==> src/rtl/forward_select_ctrl.sv <==
// ============================================================================
// forward_select_ctrl
//   EX-stage operand forwarding selects and load-use stall control.
//   Revision: 1.0
// ============================================================================
`default_nettype none

module forward_select_ctrl #(
  parameter int REG_ADDR_W = 4,
  parameter int CNT_W      = 16
) (
  input  logic                  clk,
  input  logic                  reset,
  input  logic                  id_valid,
  input  logic [REG_ADDR_W-1:0] id_rs,
  input  logic [REG_ADDR_W-1:0] id_rt,
  input  logic                  id_rs_used,
  input  logic                  id_rt_used,
  input  logic [REG_ADDR_W-1:0] id_rd,
  input  logic                  id_reg_write,
  input  logic                  id_mem_read,
  input  logic                  flush,
  output logic                  stall,
  output logic [1:0]            fwd_sel_a,
  output logic [1:0]            fwd_sel_b,
  output logic                  ex_valid,
  output logic [CNT_W-1:0]      stall_count
);

  localparam logic [1:0] C_SEL_RF  = 2'd0;
  localparam logic [1:0] C_SEL_EXM = 2'd1;
  localparam logic [1:0] C_SEL_MWB = 2'd2;

  // The WB stage needs no tag here: the register file is write-first, so a
  // WB producer is already visible to the ID reader.
  logic                  ex_valid_q, ex_valid_d;
  logic [REG_ADDR_W-1:0] ex_rd_q, ex_rd_d;
  logic                  ex_rw_q, ex_rw_d;
  logic                  ex_mr_q, ex_mr_d;
  logic                  mem_valid_q, mem_valid_d;
  logic [REG_ADDR_W-1:0] mem_rd_q, mem_rd_d;
  logic                  mem_rw_q, mem_rw_d;
  logic [1:0]            fwd_sel_a_q, fwd_sel_a_d;
  logic [1:0]            fwd_sel_b_q, fwd_sel_b_d;
  logic [CNT_W-1:0]      stall_count_q, stall_count_d;

  logic w_ex_hit_a, w_ex_hit_b, w_mem_hit_a, w_mem_hit_b;
  logic w_src_a_ok, w_src_b_ok;
  logic w_hazard, w_stall, w_advance;

  always_comb begin
    w_src_a_ok  = id_rs_used & (id_rs != '0);
    w_src_b_ok  = id_rt_used & (id_rt != '0);
    w_ex_hit_a  = w_src_a_ok & ex_valid_q & ex_rw_q & (ex_rd_q == id_rs);
    w_ex_hit_b  = w_src_b_ok & ex_valid_q & ex_rw_q & (ex_rd_q == id_rt);
    w_mem_hit_a = w_src_a_ok & mem_valid_q & mem_rw_q & (mem_rd_q == id_rs);
    w_mem_hit_b = w_src_b_ok & mem_valid_q & mem_rw_q & (mem_rd_q == id_rt);

    w_hazard  = ex_mr_q & (w_ex_hit_a | w_ex_hit_b);
    w_stall   = w_hazard & id_valid & ~flush;
    w_advance = id_valid & ~w_stall & ~flush;

    // Stall, flush and empty ID all turn into an EX bubble.
    ex_valid_d  = w_advance;
    ex_rd_d     = id_rd;
    ex_rw_d     = w_advance & id_reg_write;
    ex_mr_d     = w_advance & id_mem_read;
    mem_valid_d = ex_valid_q;
    mem_rd_d    = ex_rd_q;
    mem_rw_d    = ex_rw_q;

    fwd_sel_a_d = C_SEL_RF;
    fwd_sel_b_d = C_SEL_RF;
    if (w_advance) begin
      // Newest producer wins: EX (becomes EX/MEM) over MEM (becomes MEM/WB).
      if (w_ex_hit_a)       fwd_sel_a_d = C_SEL_EXM;
      else if (w_mem_hit_a) fwd_sel_a_d = C_SEL_MWB;
      if (w_ex_hit_b)       fwd_sel_b_d = C_SEL_EXM;
      else if (w_mem_hit_b) fwd_sel_b_d = C_SEL_MWB;
    end

    stall_count_d = stall_count_q;
    if (w_stall && !(&stall_count_q)) stall_count_d = stall_count_q + CNT_W'(1);
  end

  always_ff @(posedge clk or posedge reset) begin
    if (reset) begin
      ex_valid_q    <= 1'b0;
      ex_rd_q       <= '0;
      ex_rw_q       <= 1'b0;
      ex_mr_q       <= 1'b0;
      mem_valid_q   <= 1'b0;
      mem_rd_q      <= '0;
      mem_rw_q      <= 1'b0;
      fwd_sel_a_q   <= C_SEL_RF;
      fwd_sel_b_q   <= C_SEL_RF;
      stall_count_q <= '0;
    end else begin
      ex_valid_q    <= ex_valid_d;
      ex_rd_q       <= ex_rd_d;
      ex_rw_q       <= ex_rw_d;
      ex_mr_q       <= ex_mr_d;
      mem_valid_q   <= mem_valid_d;
      mem_rd_q      <= mem_rd_d;
      mem_rw_q      <= mem_rw_d;
      fwd_sel_a_q   <= fwd_sel_a_d;
      fwd_sel_b_q   <= fwd_sel_b_d;
      stall_count_q <= stall_count_d;
    end
  end

  assign stall       = w_stall;
  assign fwd_sel_a   = fwd_sel_a_q;
  assign fwd_sel_b   = fwd_sel_b_q;
  assign ex_valid    = ex_valid_q;
  assign stall_count = stall_count_q;

endmodule

`default_nettype wire

==> config.mk <==
export PLATFORM = sky130hd
export DESIGN_NAME = forward_select_ctrl
export DESIGN_NICKNAME = d
export VERILOG_FILES = /design/src/rtl/forward_select_ctrl.sv
export SDC_FILE = /design/constraint.sdc
export NUM_CORES = 1
export LEC_CHECK = 0
export CORE_MARGIN = 4
export CORE_UTILIZATION = 40
export CTS_CLUSTER_DIAMETER = 150
export DETAILED_ROUTE_END_ITERATION = 16
export DONT_BUFFER_PORTS = 1
export PLACE_DENSITY_LB_ADDON = 0.08
export RECOVER_POWER = 50
export SLEW_MARGIN = 10
export SYNTH_ARGS = -nofsm -noshare
export SYNTH_HDL_FRONTEND = slang
export SYNTH_SLANG_ARGS = --single-unit
export TNS_END_PERCENT = 10
==> constraint.sdc <==
create_clock -name clk -period 3 [get_ports clk]
set_input_delay 0.6 -clock clk [delete_from_list [all_inputs] [get_ports clk]]
set_output_delay 0.6 -clock clk [all_outputs]
set_load 0.005 [all_outputs]
==> results.toml <==
[run_status]
status = "finished, violations left"
failed_checks = "max-capacitance violations, max-slew violations"

[sta]
fin_crit_ns = 2.45
drv_slew = 34
setup_violations = 0
fmax_mhz = 408
worst_slack_ns = 0.548
relSlewSlack_pct = -14.7
rsz0062_at_grt = "no"
finClkSkew_ns = 0.00344
finalCritPeriodShare_pct = 81.7
hold_viol_final = 0
tightestPinTransition_ns = 1.72
finalSetupTns_ns = 0

[clocking]
numCtsBuffers = 5
clk_latency_ns = 0.28
cts_resized = 0
clock_path_buffers = 2
post_cts.repair.setup_buffers = 0
cts_hold_buf = 0
clk_pin_slew_worst_paths_ns = 0.07
htreeDepth = 2
cts_tree = "yes"
root_buffer = "clkbuf_8"
cts.sink_count = 33

[worst_setup_path]
cp-end-kind = "output port"
cp_cell_sequence = "xor2_1, nor4_1, nand4b_1, and2_1, nor2_1"
cp_max_fo = 7
crit_start = "ex_rd_q[2]"
slowest_stage = "dfrtp_1"
critPathLaunchType = "register"
cpPeakStageDelay_ns = 0.42
path_buf_inv = 0
required_ns = 2.40
cp_data_arrival_time_ns = 1.85
critPathKind = "register to output port"
r2r_start = "stall_count[0]"
critPathTopFamily = "simple AND/OR/NAND/NOR gates"

[final_layout]
nFillCells = 346
area_delta_synth_final_pct = 9.34
antenna_cells = 0
mostFrequentLayoutCells = "dfrtp_1 (33), xnor2_1 (15), xor2_1 (15), nand2_1 (9), nand3_1 (8)"
drive_above_1_share_pct = 8.57
fin_cells = 188
final_common_cell = "dfrtp_1"
nets = 160

[power]
powerDensity_nw_per_um2 = 495
ir_drop_v = 0.000369
p_leak_nw = 0.730

[worst_hold_path]
hold_path.startpoint = "id_rd[2]"
hold_path.class = "primary input to register"

[floorplan]
rows = 22
die_y_um = 69.5
io-pin-count = 42
coreArea_um2 = 3660
die_w_um = 69.5
start_util_pct = 41.4
die_area_um2 = 4830

[route]
wl_per_cell_um = 16.0
wl_mm = 3.01
ant_nets = 0
routed_via_density = 5.24
dr.pass1.iters = 4
drc = 0
drt_iter0_drc = 40
vias = 985

[logic_synthesis]
synth_compound_area_share_pct = 1.90
netlist_area_um2 = 1510
synth.distinct_cells = 30
synth_top_family_by_area = "simple AND/OR/NAND/NOR gates"
synth-simple-area-share_pct = 21.7
synthAdderAreaFrac_pct = 0.826
yosysWarnings = 0
synthXorXnorAreaFrac_pct = 18.4
post_synth.cell_area_avg_um2 = 11.5
synth.ff_latch_count = 33
synth_cells = 132
synthMuxAreaShare_pct = 0.744
syn_nets = 153
ys_seq_area_share_pct = 54.5

[flow_run]
cap_violations = 1

[global_routing]
grt_overflow_total = 0
grt_pass1_wl_mm = 5.04
grt_max_degree = 34
gr-usage-all-layers_pct = 13.5
antenna_found_initial = 0
grt_pass1_vias = 1061

[placed_design]
dp.cells = 180
gp_congestion = 0.812
post-place-ws_ns = 0.663
dp_hpwl_mm = 2.27
port_buffers = 0
## metrics by stage
stage	power (mW)	hold WS, ns	instance area (um2)	utilization (%)
final	0.819	0.346	1660	45.2
after global routing	0.863	0.318	1660	45.2
after CTS	0.831	0.299	1660	45.3
after detailed placement	0.506	0.372	1570	43.0
after global placement	0.505	0.360	1570	43.0
after floorplan	0.497	0.354	1510	-
## final timing paths
check / to / slack, ns / cells after the start
setup / recovery: stall / 0.55 / 5
hold reg to reg: mem_rw_q / 0.39 / 0
setup reg to reg: stall_count[1] / 0.73 / 7
min in group asynchronous: ex_rd_q[1] / 0.81 / 2
max in group asynchronous: stall_count[14] / 1.20 / 2
hold / removal: ex_rd_q[2] / 0.35 / 0
## worst register-to-register path, delay by kind of cell (launching register included)
kind	cells	cell delay [ns]
and+or+nand+nor	3	0.92
DFF	1	0.44
muxes	1	0.31
buffers and inverters	1	0.19
AOI/OAI and AO/OA	1	0.08
adders and majority gates	1	0.22
## report_power, final
group,total (mW),switching (mW),internal (mW)
clock network,0.323,0.163,0.160
registers,0.462,0.00822,0.453
logic,0.0343,0.0195,0.0148
## synthesized netlist by cell type
master	instances	area share (%)
buf_2	1	0.33
nor2_1	5	1.2
and4_1	1	0.58
a21oi_1	1	0.33
and4b_1	1	0.66
nor4_1	4	1.7
nor4_2	1	0.83
mux2_1	1	0.74
nand4b_1	2	1.2
xor2_1	15	8.7
and3_1	4	1.7
o21a_1	1	0.50
and2_1	3	1.2
o2111ai_1	1	0.58
or4_4	1	0.74
xnor2_1	15	8.7
nor2b_1	1	0.41
nand2_1	9	2.2
buf_6	1	0.74
nand2b_1	1	0.41
ha_1	1	0.83
nor4b_1	1	0.58
inv_1	3	0.74
nand3_1	8	2.6
xnor2_2	1	1.1
a211oi_1	1	0.50
nand4_1	7	2.9
or4_1	1	0.50
nor3_1	7	2.3
dfrtp_1	33	55
## final cells by class
cell class	instances	area, um2	area share [%]
inverter	3	11.3	0.680
multi-input combinational	94	661	39.9
timing repair buffer	2	11.3	0.680
tap	48	60.1	3.63
clock buffer	5	68.8	4.16
clock inverter	3	17.5	1.06
sequential	33	826	49.9
## state kept, by name, summed over array words and instances (netlist names)
register,count
ex_mr_q,1
ex_rd_q,4
ex_rw_q,1
ex_valid,1
fwd_sel_a,2
fwd_sel_b,2
mem_rd_q,4
mem_rw_q,1
mem_valid_q,1
stall_count,16
## layer usage
| metal | routed length, um | global-route usage, % |
|---|---|---|
| met5 | 0 | 0 |
| met3 | 278 | 8.26 |
| met4 | 28 | 4.56 |
| met2 | 1370 | 18.9 |
| met1 | 1330 | 17.0 |
## cells by family (layout without fill, tap and decap cells)
group / count (synthesis) / count (layout)
simple gates: 57 / 57
flops: 33 / 33
xor+xnor: 31 / 31
buf+inv: 5 / 13
compound gates: 4 / 4
fa+ha+maj: 1 / 1
mux: 1 / 1
Power figures use the tool's default switching activity.
